[src/rtl/hack_pkg.sv]
// -----------------------------------------------------------------------------
// hack_pkg
// Shared constants for the Hack CPU datapath blocks.
//   WORD_W       : machine word width; default width of the program counter
//   PC_RESET_VAL : value the program counter takes on rst
// -----------------------------------------------------------------------------
package hack_pkg;

  localparam int unsigned WORD_W       = 16;
  localparam logic [WORD_W-1:0] PC_RESET_VAL = '0;

endpackage : hack_pkg

[src/rtl/program_counter_inc_n.sv]
// -----------------------------------------------------------------------------
// inc_n
// WIDTH-bit "+1" incrementer built as a ripple chain of half adders.
// Bit i toggles when bits 0..i-1 are all 1; the carry out of the MSB is
// exported so the caller can detect an all-ones -> zero wrap.
// Ports:
//   a    in   WIDTH  operand
//   sum  out  WIDTH  a + 1 (mod 2^WIDTH)
//   cout out  1      carry out of the MSB (1 only when a is all ones)
// -----------------------------------------------------------------------------
module inc_n
  import hack_pkg::*;
#(
  parameter int unsigned WIDTH = WORD_W
) (
  input  logic [WIDTH-1:0] a,
  output logic [WIDTH-1:0] sum,
  output logic             cout
);

  // w_carry[i] is the carry into bit i; the chain is seeded with the +1.
  logic [WIDTH:0] w_carry;

  assign w_carry[0] = 1'b1;

  genvar gi;
  generate
    for (gi = 0; gi < WIDTH; gi++) begin : g_half_adder
      assign sum[gi]        = a[gi] ^ w_carry[gi];
      assign w_carry[gi+1]  = a[gi] & w_carry[gi];
    end
  endgenerate

  assign cout = w_carry[WIDTH];

endmodule : inc_n

[src/rtl/program_counter.sv]
// -----------------------------------------------------------------------------
// program_counter
// Hack CPU program counter: WIDTH-bit register with clear / load / increment /
// hold, gated by an advance enable. The output addresses the instruction ROM.
// Next-state priority (rst aside): en=0 hold > clr > load > inc > hold.
//
// Optional feature macro: PC_WRAP_FLAG_EN
//   When defined, adds the registered 'wrap' output, a one-cycle pulse after
//   an edge on which the increment branch rolled all-ones over to zero.
//
// Ports:
//   clk   in   1      system clock, rising edge
//   rst   in   1      synchronous reset, active-high (overrides en)
//   en    in   1      advance enable; 0 freezes the counter (CPU stall)
//   clr   in   1      functional clear to 0
//   load  in   1      load din (taken jump)
//   inc   in   1      increment by 1
//   din   in   WIDTH  jump target
//   out   out  WIDTH  current PC
//   wrap  out  1      [PC_WRAP_FLAG_EN only] increment wrap pulse
// -----------------------------------------------------------------------------
module program_counter
  import hack_pkg::*;
#(
  parameter int unsigned WIDTH = WORD_W
) (
  input  logic             clk,
  input  logic             rst,
  input  logic             en,
  input  logic             clr,
  input  logic             load,
  input  logic             inc,
  input  logic [WIDTH-1:0] din,
`ifdef PC_WRAP_FLAG_EN
  output logic [WIDTH-1:0] out,
  output logic             wrap
`else
  output logic [WIDTH-1:0] out
`endif
);

  logic [WIDTH-1:0] r_pc;
  logic [WIDTH-1:0] w_inc;
  logic             w_carry;
  logic [WIDTH-1:0] w_sel_inc;
  logic [WIDTH-1:0] w_sel_load;
  logic [WIDTH-1:0] w_sel_clr;
  logic [WIDTH-1:0] w_next;

  inc_n #(
    .WIDTH (WIDTH)
  ) u_inc (
    .a    (r_pc),
    .sum  (w_inc),
    .cout (w_carry)
  );

  // Per-bit 2:1 mux ladder; the innermost mux has the lowest priority, so the
  // chain naturally encodes en > clr > load > inc > hold.
  genvar gi;
  generate
    for (gi = 0; gi < WIDTH; gi++) begin : g_bit_mux
      assign w_sel_inc[gi]  = inc  ? w_inc[gi]      : r_pc[gi];
      assign w_sel_load[gi] = load ? din[gi]        : w_sel_inc[gi];
      assign w_sel_clr[gi]  = clr  ? 1'b0           : w_sel_load[gi];
      assign w_next[gi]     = en   ? w_sel_clr[gi]  : r_pc[gi];
    end
  endgenerate

  always_ff @(posedge clk) begin
    if (rst) begin
      r_pc <= PC_RESET_VAL[WIDTH-1:0];
    end else begin
      r_pc <= w_next;
    end
  end

  assign out = r_pc;

`ifdef PC_WRAP_FLAG_EN
  // Only the increment branch can raise the flag: clr/load to zero and a
  // frozen counter both leave it low.
  logic r_wrap;
  logic w_wrap_next;

  assign w_wrap_next = en & ~clr & ~load & inc & w_carry;

  always_ff @(posedge clk) begin
    if (rst) begin
      r_wrap <= 1'b0;
    end else begin
      r_wrap <= w_wrap_next;
    end
  end

  assign wrap = r_wrap;
`else
  // Carry out has no consumer without the wrap flag.
  logic w_unused_carry;
  assign w_unused_carry = w_carry;
`endif

endmodule : program_counter
[config.mk]
export PLATFORM = sky130hd
export DESIGN_NAME = program_counter
export DESIGN_NICKNAME = d
export VERILOG_FILES = /design/src/rtl/hack_pkg.sv /design/src/rtl/program_counter_inc_n.sv /design/src/rtl/program_counter.sv
export SDC_FILE = /design/constraint.sdc
export NUM_CORES = 1
export LEC_CHECK = 0
export ABC_CLOCK_PERIOD_IN_PS = 6300
export CAP_MARGIN = 20
export CORE_UTILIZATION = 40
export DETAILED_ROUTE_END_ITERATION = 10
export PLACE_DENSITY = 0.73
export SETUP_SLACK_MARGIN = 0.3
export SYNTH_ARGS = -nofsm -noshare
export SYNTH_HDL_FRONTEND = slang
export SYNTH_SLANG_ARGS = --single-unit
export TNS_END_PERCENT = 1
[constraint.sdc]
create_clock -name clk -period 6.3 [get_ports clk]
set_input_delay 1.575 -clock clk [delete_from_list [all_inputs] [get_ports clk]]
set_output_delay 1.575 -clock clk [all_outputs]
set_load 0.01 [all_outputs]
==> metrics.txt, run 1 <==
status=finished, final reports clean; Cell Area, Synth=0.00102 mm2; critical path type=reg -> reg; grt met2 use=32.5%; Reg area=320 um2; Initial DRC Count=4; DRT Pass-1 Iters=4; r2r worst-path depth=17; final worst setup slack=2.83 ns; grt met1 use=19.9%; final wirelength=2290 um; Fill cells=226; clock slew at reported path FFs=0.10 ns; final instance area=0.00141 mm2; sw power=54.8 uW; Synth Register Bits=16; first-pass GRT wire length=3550 um; sw frac=25.2%; Nets=189; largest net degree at the start of global routing=33; Critical Path End Type=flop; maximum operating frequency=288 MHz; Syn. warnings=0; power density cells=154 mW/mm2; Unique masters post-synth=17; root buf cell=clkbuf_4; Avg Inst Size Synth=8.53 um2; cts hold-fix bufs=0; clk buf depth=2; DP Worst Slack=2.53 ns; Placer Congestion=0.681; placed cells=176; max cap viols=0; clock skew=0.00250 ns; CP Launch Type=flop; gate count after technology mapping=120; Worst path max stage delay=0.36 ns; Static Leak=0.580 nW; Slowest-stage cell, CP=dfxtp_1; post-CTS setup buffer count=0; DP Wirelength=1570 um; die area=0.00277 mm2; vias in the first global route=822; GR Overflow Total=0; Wirelength per Cell=12.7 um; Area growth, synth to finish=38.1%; n_diodes=0; internal power=163 uW; core region area=0.00232 mm2; Synthesized Nets=156; Fin. Hold Viols=0; Tmin final=3.47 ns; cts repair resizes=0; Hold Path Class=reg -> reg; Boundary Pins=38; CTS tree=built; Initial Utilization=44.1%; Max Fanout on Critical Path=4; Via density=5.24; layout cell share with drive strength beyond 1=3.29%; RSZ-0062 raised after global routing=no; drt drc=0; Die Height=52.6 um; worst r2r src=out[0]; clock insertion delay at the later pin of the skew report=0.29 ns; Setup Viol. Count Final=0; area of the multi-input gates=652 um2; initial antenna violation count=0; max reg flops=16; Setup crit start=out[0]; Max IR drop VDD=0.000121 V; hold path startpoint=out[8]; grt peak-use layer=met2; # H-tree levels=1; Post-Layout Cell Count=180; register share of total power=48.9%; Sinks on Clock Net=16; Post-Place Cell Area=0.00138 mm2; Vias=944; I/O Buffers=37; Critical Path RT=6.52 ns; floorplan row count=17; Top cell by count, worst path=ha_1; M3 GR Usage=4.35%; Die X=52.6 um; Max-Slew Margin vs Limit=33.3%; hold depth=2; crit path cell chain=ha_1, ha_1, ha_1, ha_1, ha_1, ha_1, ha_1, ha_1, ha_1, ha_1, ha_1, ha_1, ha_1, ha_1, nand3b_1, a21o_1, a21oi_1; Slew Viols, Final=0; Least-Margin Pin Slew=0.997 ns; Overall Power=218 uW; Seq/Total Area, Yosys=31.3%; Final Cycle Share=55.1%; cts bufs inserted=3; clock network power share=31.9%; setup TNS=0 ns; CP arrival=3.69 ns; Antenna Nets Post-Route=0; combinational share of power=19.2%; Overall Global Routing Usage=17.6%
[worst paths after layout]
path	to	slack, ns
max	out[14]	2.83
min reg2reg	out[8]	0.48
min	out[8]	0.48
max reg2reg	out[14]	2.83
[Yosys cell counts, drive strengths merged]
master	number	area, um2
clkbuf	3	12.5
nand3b	15	113
or3b	1	8.76
nand2	30	113
o31ai	1	21.3
mux2i	1	10.0
o41ai	1	8.76
a21o	15	113
a21oi	15	75.1
buf	6	38.8
xor2	1	8.76
nand2b	1	6.26
dfxtp	16	320
ha	14	175
[power groups by stage]
stage	combinational, mW	clock, mW	sequential [mW]
5_1_grt	0.0458	0.0749	0.107
3_3_place_gp	0.0411	0	0.109
3_5_place_dp	0.0419	0	0.109
6_report	0.0418	0.0693	0.106
2_1_floorplan	0.0194	0	0.110
4_1_cts	0.0421	0.0712	0.106
[kinds of logic (layout without fill, tap and decap cells)]
kind of cell    Yosys count  in the layout  share of synthesized area (%)
flops                    16             16                           31.3
simple gates             47             47                           23.5
buf+inv                   9             41                           5.01
compound gates           32             32                           21.3
xor+xnor                  1              1                          0.856
mux                       1              1                          0.978
fa+ha+maj                14             14                           17.1
[metrics by stage]
step | utilization (%) | hold WS [ns]
3_5_place_dp | 59.4 | 0.471
3_3_place_gp | 59.4 | 0.466
2_1_floorplan | - | 0.496
5_1_grt | 61.0 | 0.508
6_report | 61.0 | 0.484
4_1_cts | 61.0 | 0.487
[worst max-delay path, delay by kind of cell, from the launching register on]
kind | cells | cell delay [ns]
and+or+nand+nor | 1 | 0.07
adders and majority gates | 14 | 2.68
AOI/OAI and AO/OA | 2 | 0.30
DFF | 1 | 0.36
[area by class of cell]
type	count	area share (%)
clock buffer	4	2.57
multi-input combinational	95	46.1
sequential	16	22.7
tap	28	2.48
timing repair buffer	37	26.2
[cells in the final DEF, fill, tap and decap left out]
cell             instances
nand2_1                 30
clkbuf_8                 1
a21o_1                  15
o41ai_1                  1
dfxtp_1                 16
a21oi_1                 15
clkdlybuf4s50_1         37
mux2i_1                  1
xor2_1                   1
nand3b_1                15
clkbuf_4                 3
or3b_1                   1
o31ai_4                  1
nand2b_1                 1
ha_1                    14
[metal layers]
metal | vias to the layer above | part of all wire [%]
met5 | - | 0
met4 | 0 | 0.57
met3 | 2 | 4.1
met2 | 20 | 48
met1 | 440 | 47
li1 | 482 | -
No activity file was read; power rests on OpenSTA's default activity.
==> inputs of run 2 (changes only) <==
--- a/config.mk
+++ b/config.mk
@@ -5,7 +5,7 @@
 export SDC_FILE = /design/constraint.sdc
 export NUM_CORES = 1
 export LEC_CHECK = 0
-export ABC_CLOCK_PERIOD_IN_PS = 6300
+export ABC_CLOCK_PERIOD_IN_PS = 3500
 export CAP_MARGIN = 20
 export CORE_UTILIZATION = 40
 export DETAILED_ROUTE_END_ITERATION = 10
==> constraint.sdc (replaced) <==
create_clock -name clk -period 3.5 [get_ports clk]
set_input_delay 0.875 -clock clk [delete_from_list [all_inputs] [get_ports clk]]
set_output_delay 0.875 -clock clk [all_outputs]
set_load 0.01 [all_outputs]
==> run 2 against run 1 <==
Routed wire length rose by 15%. Worst setup slack worse by 2.5 ns. Critical path type unchanged. Clock skew is 0.00076 ns higher. Non-clock buffer count rose by 1. Combinational power is 87% higher. Global-route usage up 3.2 points. Final cell count up 0.56%. Die area stayed put.
==> metrics.txt, run 2 (synthesis gave the netlist of run 1 again) <==
status=finished, final reports clean; final wirelength=2650 um; Wirelength per Cell=14.6 um; DRT Pass-1 Iters=3; first-pass GRT wire length=4200 um; Worst path max stage delay=0.37 ns; Post-Place Cell Area=0.00141 mm2; floorplan row count=17; CP arrival=3.38 ns; Max Fanout on Critical Path=4; Vias=953; GR Overflow Total=0; Max-Slew Margin vs Limit=50.8%; Setup Viol. Count Final=0; Nets=190; largest net degree at the start of global routing=32; critical path type=reg -> reg; clk buf depth=2; CP Launch Type=flop; crit path cell chain=ha_4, ha_4, ha_4, ha_4, ha_4, ha_4, ha_4, ha_4, ha_4, ha_4, ha_4, ha_4, ha_4, ha_4, xor2_1, mux2i_1, o41ai_1; initial antenna violation count=0; Slew Viols, Final=0; Slowest-stage cell, CP=dfxtp_4; die area=0.00277 mm2; n_diodes=0; clock skew=0.00326 ns; Critical Path RT=3.71 ns; Die X=52.6 um; Overall Global Routing Usage=20.8%; r2r worst-path depth=17; Hold Path Class=reg -> reg; Reg area=325 um2; commonest non-fill, non-tap cells in the layout=37 x clkdlybuf4s50_1, 30 x nand2_1, 15 x nand3b_1, 15 x a21o_1, 15 x a21oi_1; DP Wirelength=1690 um; max cap viols=0; root buf cell=clkbuf_4; Fill cells=193; layout cell share with drive strength beyond 1=14.4%; flop2flop setup slack=0.34 ns; worst r2r src=out[0]; Die Height=52.6 um; Via density=5.27; power density cells=252 mW/mm2; Overall Power=404 uW; Area growth, synth to finish=56.5%; Initial DRC Count=14; Placer Congestion=0.723; Least-Margin Pin Slew=0.738 ns; final instance area=0.00160 mm2; area of the multi-input gates=827 um2; setup TNS=0 ns; RSZ-0062 raised after global routing=yes; hold slack final=0.491 ns; Tmin final=3.16 ns; Fin. Hold Viols=0; clock slew at reported path FFs=0.11 ns; # H-tree levels=1; hold endpoint=out[1]; hold path startpoint=out[1]; CTS tree=built; drt drc=0; most common cell after layout, fill and taps aside=clkdlybuf4s50_1; max reg flops=16; cts bufs inserted=3; Static Leak=0.546 nW; Sinks on Clock Net=16; Final Cycle Share=90.3%; Initial Utilization=44.1%; fin util=69.1%; Boundary Pins=38; I/O Buffers=37; vias in the first global route=938; post-CTS setup buffer count=0; maximum operating frequency=316 MHz; Critical Path End Type=flop; Top cell by count, worst path=ha_4; clock insertion delay at the later pin of the skew report=0.30 ns; Max IR drop VDD=0.000215 V; core region area=0.00232 mm2; Antenna Nets Post-Route=0; Crit Reg-Reg Endpoint=out[15]; hold depth=2
==> run 2: worst max-delay path by stage <==
stage | startpoint | to | slack [ns]
3_5_place_dp | out[0] | out[15] | 0.17
6_report | out[0] | out[15] | 0.34
3_3_place_gp | out[0] | out[15] | 0.24
4_1_cts | out[0] | out[14] | 0.31
2_1_floorplan | out[0] | out[15] | 0.30
5_1_grt | out[0] | out[15] | 0.19
==> run 2: area by class of cell <==
class	instances	area share (%)
Tap cell	28	2.19
Sequential cell	16	20.3
Clock buffer	4	2.27
Timing Repair Buffer	38	23.6
Multi-Input combinational cell	95	51.6
==> run 2: where the power goes <==
part	switching, mW	internal, mW
clock network	0.0686	0.0635
registers	0.00682	0.187
logic	0.0338	0.0443
==> run 2: critical path: cells and delay by family (launching register included) <==
family | cells | cell delay, ns
compound gates | 1 | 0.32
xor+xnor | 1 | 0.13
fa+ha+maj | 14 | 2.16
flops | 1 | 0.37
mux | 1 | 0.08
==> run 2: routing by layer <==
layer	track usage [%]	wire, um	up-vias
li1	-	-	484
met1	24.8	1110	448
met2	36.1	1400	19
met3	6.67	117	2
met4	3.95	12	0
met5	0	0	-
==> run 2: stage by stage <==
stage                     std cells  setup slack, ns
final                           181            0.338
after global routing            181            0.194
after CTS                       181            0.308
after detailed placement        177            0.172
after global placement          177            0.244
after floorplan                 120            0.304
==> run 2: repair_timing <==
action                                  in CTS  in global routing
hold buffers                                 0                  0
pin swaps                                    3                  2
endpoints found under the setup margin       2                  2
resized for setup                           10                  9
